$ cat src/rtl/tx232_ser.sv
`timescale 1ns/1ps
// -----------------------------------------------------------------------------
// tx232_ser
// Asynchronous-serial transmitter that sits directly after the TX byte
// sequencer. A rising edge on tstart captures txpd into a one-deep holding
// register. The frame engine then sends one frame per held byte: a start bit
// (0), DW data bits LSB first, and STOP_BITS stop bits (1). Each bit lasts one
// txck period. txck is a slow bit-rate strobe and is edge-detected in the clk
// domain; everything runs on clk.
//
// Optional feature macro: TX232_OVR_EN
//   defined   : adds the sticky overrun flag ovr and its clear input ovr_clr
//   undefined : neither port exists; a pending byte is still overwritten
//
// Ports
//   clk      in   1   system clock
//   rst      in   1   asynchronous reset, active low
//   txck     in   1   bit-rate clock, sampled on clk
//   tstart   in   1   frame request (level); its rising edge loads txpd
//   txpd     in   DW  byte to send, valid when tstart rises
//   txd      out  1   serial line, idle high
//   busy     out  1   high from the start-bit edge until the last stop bit ends
//   done     out  1   one-clk pulse when a frame's last stop bit completes
//   ovr      out  1   sticky overrun flag              (TX232_OVR_EN only)
//   ovr_clr  in   1   synchronous clear of ovr         (TX232_OVR_EN only)
//
// Handshake: there is no ready back to the sequencer. A tstart edge always
// writes the holding register; the engine consumes it at a bit boundary.
// A second edge before consumption replaces the pending byte.
// -----------------------------------------------------------------------------
module tx232_ser #(
  parameter int DW        = 8,
  parameter int STOP_BITS = 1
) (
  input  logic          clk,
  input  logic          rst,
  input  logic          txck,
  input  logic          tstart,
  input  logic [DW-1:0] txpd,
  output logic          txd,
  output logic          busy,
  output logic          done
`ifdef TX232_OVR_EN
  ,
  output logic          ovr,
  input  logic          ovr_clr
`endif
);

  localparam int CW = $clog2(DW + STOP_BITS + 1);

  typedef enum logic [1:0] {
    IDLE  = 2'd0,
    START = 2'd1,
    DATA  = 2'd2,
    STOP  = 2'd3
  } state_t;

  // state is left as a named signal so checkers can bind to it directly
  state_t          state, state_nx;

  logic            tc0, tc1, st0, st1;
  logic            tcenr, ld;
  logic [DW-1:0]   hold, hold_nx;
  logic            hold_vld, hold_vld_nx;
  logic [DW-1:0]   sh, sh_nx;
  logic [CW-1:0]   bcnt, bcnt_nx;
  logic            txd_nx, busy_nx, done_nx;
  logic            consume;
`ifdef TX232_OVR_EN
  logic            ovr_nx;
`endif

  // One-clk pulses on the rising edges of txck and tstart
  assign tcenr = tc0 & ~tc1;
  assign ld    = st0 & ~st1;

  always_comb begin
    state_nx = state;
    sh_nx    = sh;
    bcnt_nx  = bcnt;
    txd_nx   = txd;
    busy_nx  = busy;
    done_nx  = 1'b0;
    consume  = 1'b0;

    if (tcenr) begin
      case (state)
        IDLE: begin
          txd_nx  = 1'b1;
          busy_nx = 1'b0;
          if (hold_vld) begin
            consume  = 1'b1;
            sh_nx    = hold;
            txd_nx   = 1'b0;
            busy_nx  = 1'b1;
            state_nx = START;
          end
        end
        START: begin
          txd_nx   = sh[0];
          sh_nx    = sh >> 1;
          bcnt_nx  = '0;
          state_nx = DATA;
        end
        DATA: begin
          if (bcnt != CW'(DW - 1)) begin
            txd_nx  = sh[0];
            sh_nx   = sh >> 1;
            bcnt_nx = bcnt + CW'(1);
          end else begin
            txd_nx   = 1'b1;
            bcnt_nx  = '0;
            state_nx = STOP;
          end
        end
        STOP: begin
          if (bcnt != CW'(STOP_BITS - 1)) begin
            bcnt_nx = bcnt + CW'(1);
          end else begin
            done_nx = 1'b1;
            if (hold_vld) begin
              // Chain straight into the next start bit: no idle gap
              consume  = 1'b1;
              sh_nx    = hold;
              txd_nx   = 1'b0;
              state_nx = START;
            end else begin
              busy_nx  = 1'b0;
              state_nx = IDLE;
            end
          end
        end
        default: begin
          txd_nx   = 1'b1;
          busy_nx  = 1'b0;
          state_nx = IDLE;
        end
      endcase
    end

    // A load in the same clk as a consume: the engine takes the old byte
    // (registered hold) and the new byte stays pending.
    hold_nx     = ld ? txpd : hold;
    hold_vld_nx = ld ? 1'b1 : (consume ? 1'b0 : hold_vld);

`ifdef TX232_OVR_EN
    // Set wins over a simultaneous clear
    if (ld && hold_vld && !consume) ovr_nx = 1'b1;
    else if (ovr_clr)               ovr_nx = 1'b0;
    else                            ovr_nx = ovr;
`endif
  end

  always_ff @(posedge clk or negedge rst) begin
    if (!rst) begin
      state    <= IDLE;
      tc0      <= 1'b0;
      tc1      <= 1'b0;
      st0      <= 1'b0;
      st1      <= 1'b0;
      hold     <= '0;
      hold_vld <= 1'b0;
      sh       <= '0;
      bcnt     <= '0;
      txd      <= 1'b1;
      busy     <= 1'b0;
      done     <= 1'b0;
    end else begin
      state    <= state_nx;
      tc0      <= txck;
      tc1      <= tc0;
      st0      <= tstart;
      st1      <= st0;
      hold     <= hold_nx;
      hold_vld <= hold_vld_nx;
      sh       <= sh_nx;
      bcnt     <= bcnt_nx;
      txd      <= txd_nx;
      busy     <= busy_nx;
      done     <= done_nx;
    end
  end

`ifdef TX232_OVR_EN
  always_ff @(posedge clk or negedge rst) begin
    if (!rst) ovr <= 1'b0;
    else      ovr <= ovr_nx;
  end
`endif

endmodule

$ cat config.mk
export PLATFORM = sky130hd
export DESIGN_NAME = tx232_ser
export DESIGN_NICKNAME = d
export VERILOG_FILES = /design/src/rtl/tx232_ser.sv
export SDC_FILE = /design/constraint.sdc
export NUM_CORES = 1
export LEC_CHECK = 0
export ABC_AREA = 1
export CORE_ASPECT_RATIO = 1.25
export CORE_MARGIN = 2
export CORE_UTILIZATION = 26
export CTS_CLUSTER_DIAMETER = 200
export DETAILED_ROUTE_END_ITERATION = 8
export DONT_BUFFER_PORTS = 1
export PLACE_DENSITY = 0.41
export SLEW_MARGIN = 20
export SYNTH_ARGS = -nofsm -noshare
export SYNTH_HDL_FRONTEND = slang
export SYNTH_SLANG_ARGS = --single-unit
$ cat constraint.sdc
create_clock -name clk -period 3.25 [get_ports clk]
set_clock_uncertainty 0.15 [all_clocks]
set_input_delay 0.65 -clock clk [delete_from_list [all_inputs] [get_ports clk]]
set_output_delay 0.65 -clock clk [all_outputs]
set_load 0.02 [all_outputs]
==> reports/metrics.cfg <==
[job]
max-cap-violations=0

[timing]
hold_viol=0
max_slew_margin_pct=64.2
fmax_ghz=0.493
rsz0062_at_grt=no
slew_viol_final=0
min_period_ns=2.03
tightest_slew_ns=0.536
layout_setup_ws_ns=1.22
period_share_pct=62.5
finalSetupViolCount=0
fin_setup_tns_ns=0
fin_hold_ws_ns=0.0340

[yosys]
yosys-mux-area-fraction_pct=0
synth_compound_area_share_pct=8.71
ys_warn_count=0
synth_cell_type_count=23
synth_cells=183
synth_area_um2=1510
synth-seq-area-share_pct=49.8
yosys.area_share.simple_pct=27.7
ys_ff_latch=30
syn_area_per_cell_um2=8.25
synth_fa_ha_area_share_pct=5.80
synth_top_family_by_area=simple AND/OR/NAND/NOR gates
synthesis.nets=202
yosys.area_share.xor_xnor_pct=0.580

[cts]
post_cts_buffers=0
htreeDepth=2
insertion_delay_ns=0.28
clkSlewWorstSetupHoldPaths_ns=0.07
cts_made_buffers=5
root_buffer=clkbuf_8
clock_sinks=30
cts_tree=done
clock_path_buffers=2

[pwr]
powerDensity_nw_per_um2=826
pwr-share-comb_pct=36.3
power_frac_clock_pct=22.7
netSwitchingPower_mw=0.565
seqPwrFrac_pct=41.0
p_int_mw=0.833
power.share.switching_pct=40.4
vdd.ir_drop.worst_v=0.000250
p_leak_nw=0.879

[final_layout]
mostFrequentLayoutCells=57 x nand2_1, 29 x dfrtp_1, 25 x inv_1
syn_to_final_growth_pct=12.2
nets=207
diodes=0
mostFrequentLayoutCell=nand2_1
layout-drive-gt1-share_pct=11.1
final_area_um2=1690
n_fill_cell=616

[critical_path]
cp_max_fo=17
critPathArrivalTime_ns=2.09
setup.worst_path.class=reg2reg
startpoint_type=register
worstPathRequired_ns=3.31
crit_path_end_kind=register

[drt]
postRouteAntennaNets=0
wl_per_cell_um=11.6
routed-via-count=1114
drt-pass1-iter-count=4
initialDrtViolationCount=35
drc=0
vias_per_cell=4.37
routed_wl_um=2960

[die]
rows=31
die_y_um=89.2
die_w_um=72.1
ioPinCount=15
dieArea_um2=6430
start_util_pct=26.5
core_um2=5700

[placement]
place_congestion=0.695
placed_area_um2=1580
hpwl_um=2130
post-place-ws_ns=1.20
place.port_buffers=0

[run_status]
status=finished clean

[global_routing]
gr-total-overflow=0
grt_pass1_wl_um=5180
grt_pass1_vias=1098
grt_max_degree=30
grt_usage_pct=10.7
antenna_found_initial=0

[min_path]
hold_path_class=in2async

==> cell usage after synthesis, drive strengths merged <==
master	number	area, um2
a21oi	10	53.8
buf	2	10.0
clkbuf	1	3.75
dfrtp	29	726
dfstp	1	26.3
ha	7	87.6
inv	26	97.6
nand2	60	243
nand3	11	60.1
nand4	4	37.5
nor2	16	77.6
o211ai	1	7.51
o21ai	14	70.1
xnor2	1	8.76
==> power groups by stage <==
stage               clock network [mW]  registers, mW  logic (mW)
floorplan                            0          0.560       0.417
global placement                     0          0.584       0.507
detailed placement                   0          0.581       0.508
CTS                              0.332          0.575       0.521
global route                     0.352          0.591       0.600
finish                           0.318          0.573       0.507
==> layout make-up <==
cell class                      instances  area [um2]  share of cell area (%)
Sequential cell                        30         752                    44.4
Multi-Input combinational cell        124         646                    38.1
Inverter                               26        97.6                    5.76
Clock buffer                            6        82.6                    4.88
Tap cell                               66        82.6                    4.88
Timing Repair Buffer                    1        20.0                    1.18
Clock inverter                          2        12.5                   0.739
==> registers in the layout (all words and copies together), names as in the netlist <==
| register | cells |
|---|---|
| hold | 8 |
| sh | 8 |
| bcnt | 4 |
| state | 2 |
| busy | 1 |
| done | 1 |
| hold_vld | 1 |
| st0 | 1 |
| st1 | 1 |
| tc0 | 1 |
| tc1 | 1 |
| txd | 1 |
==> critical path: stages, from the launching register on <==
cell	delay (ns)
dfrtp_1	0.41
inv_1	0.12
ha_1	0.60
inv_1	0.12
nand2_1	0.11
nand2_1	0.09
nor2_4	0.21
nand2_1	0.08
nand2_1	0.07
==> routing by layer <==
| metal | routed length (um) | vias up | track usage, % |
|---|---|---|---|
| li1 | - | 587 | - |
| met1 | 1410 | 512 | 12.6 |
| met2 | 1410 | 13 | 17.7 |
| met3 | 111 | 2 | 3.16 |
| met4 | 29 | 0 | 5.15 |
| met5 | 0 | - | 0 |
==> what timing repair did <==
item | CTS | global route
endpoints found under the setup margin | 0 | 0
resized for setup | 0 | 0
hold buffers | 1 | 0
endpoints found under the hold margin | 29 | 0
==> per-stage QoR <==
stage | power (mW) | util (%) | instances
floorplan | 0.977 | - | 183
global placement | 1.09 | 27.7 | 246
detailed placement | 1.09 | 27.7 | 246
CTS | 1.43 | 29.7 | 255
global route | 1.54 | 29.7 | 255
finish | 1.40 | 29.7 | 255
==> cells by family (layout without fill, tap and decap cells) <==
family,count (synthesis),after routing
AOI/OAI and AO/OA,25,25
xor gates and xnor gates,1,1
adders and majority gates,7,7
buffers and inverters,29,35
DFF,30,30
and+or+nand+nor,91,91
==> final timing paths <==
path / start / to / slack, ns / cells past startpoint
max in group asynchronous: rst / hold[5] / 2.74 / 1
hold reg to reg: st0 / st1 / 0.22 / 0
hold / removal: rst / bcnt[3] / 0.03 / 1
setup / recovery: state[0] / sh[3] / 1.22 / 8
min in group clk: st0 / st1 / 0.22 / 0
setup reg to reg: state[0] / sh[3] / 1.22 / 8
Power figures use the tool's default switching activity.
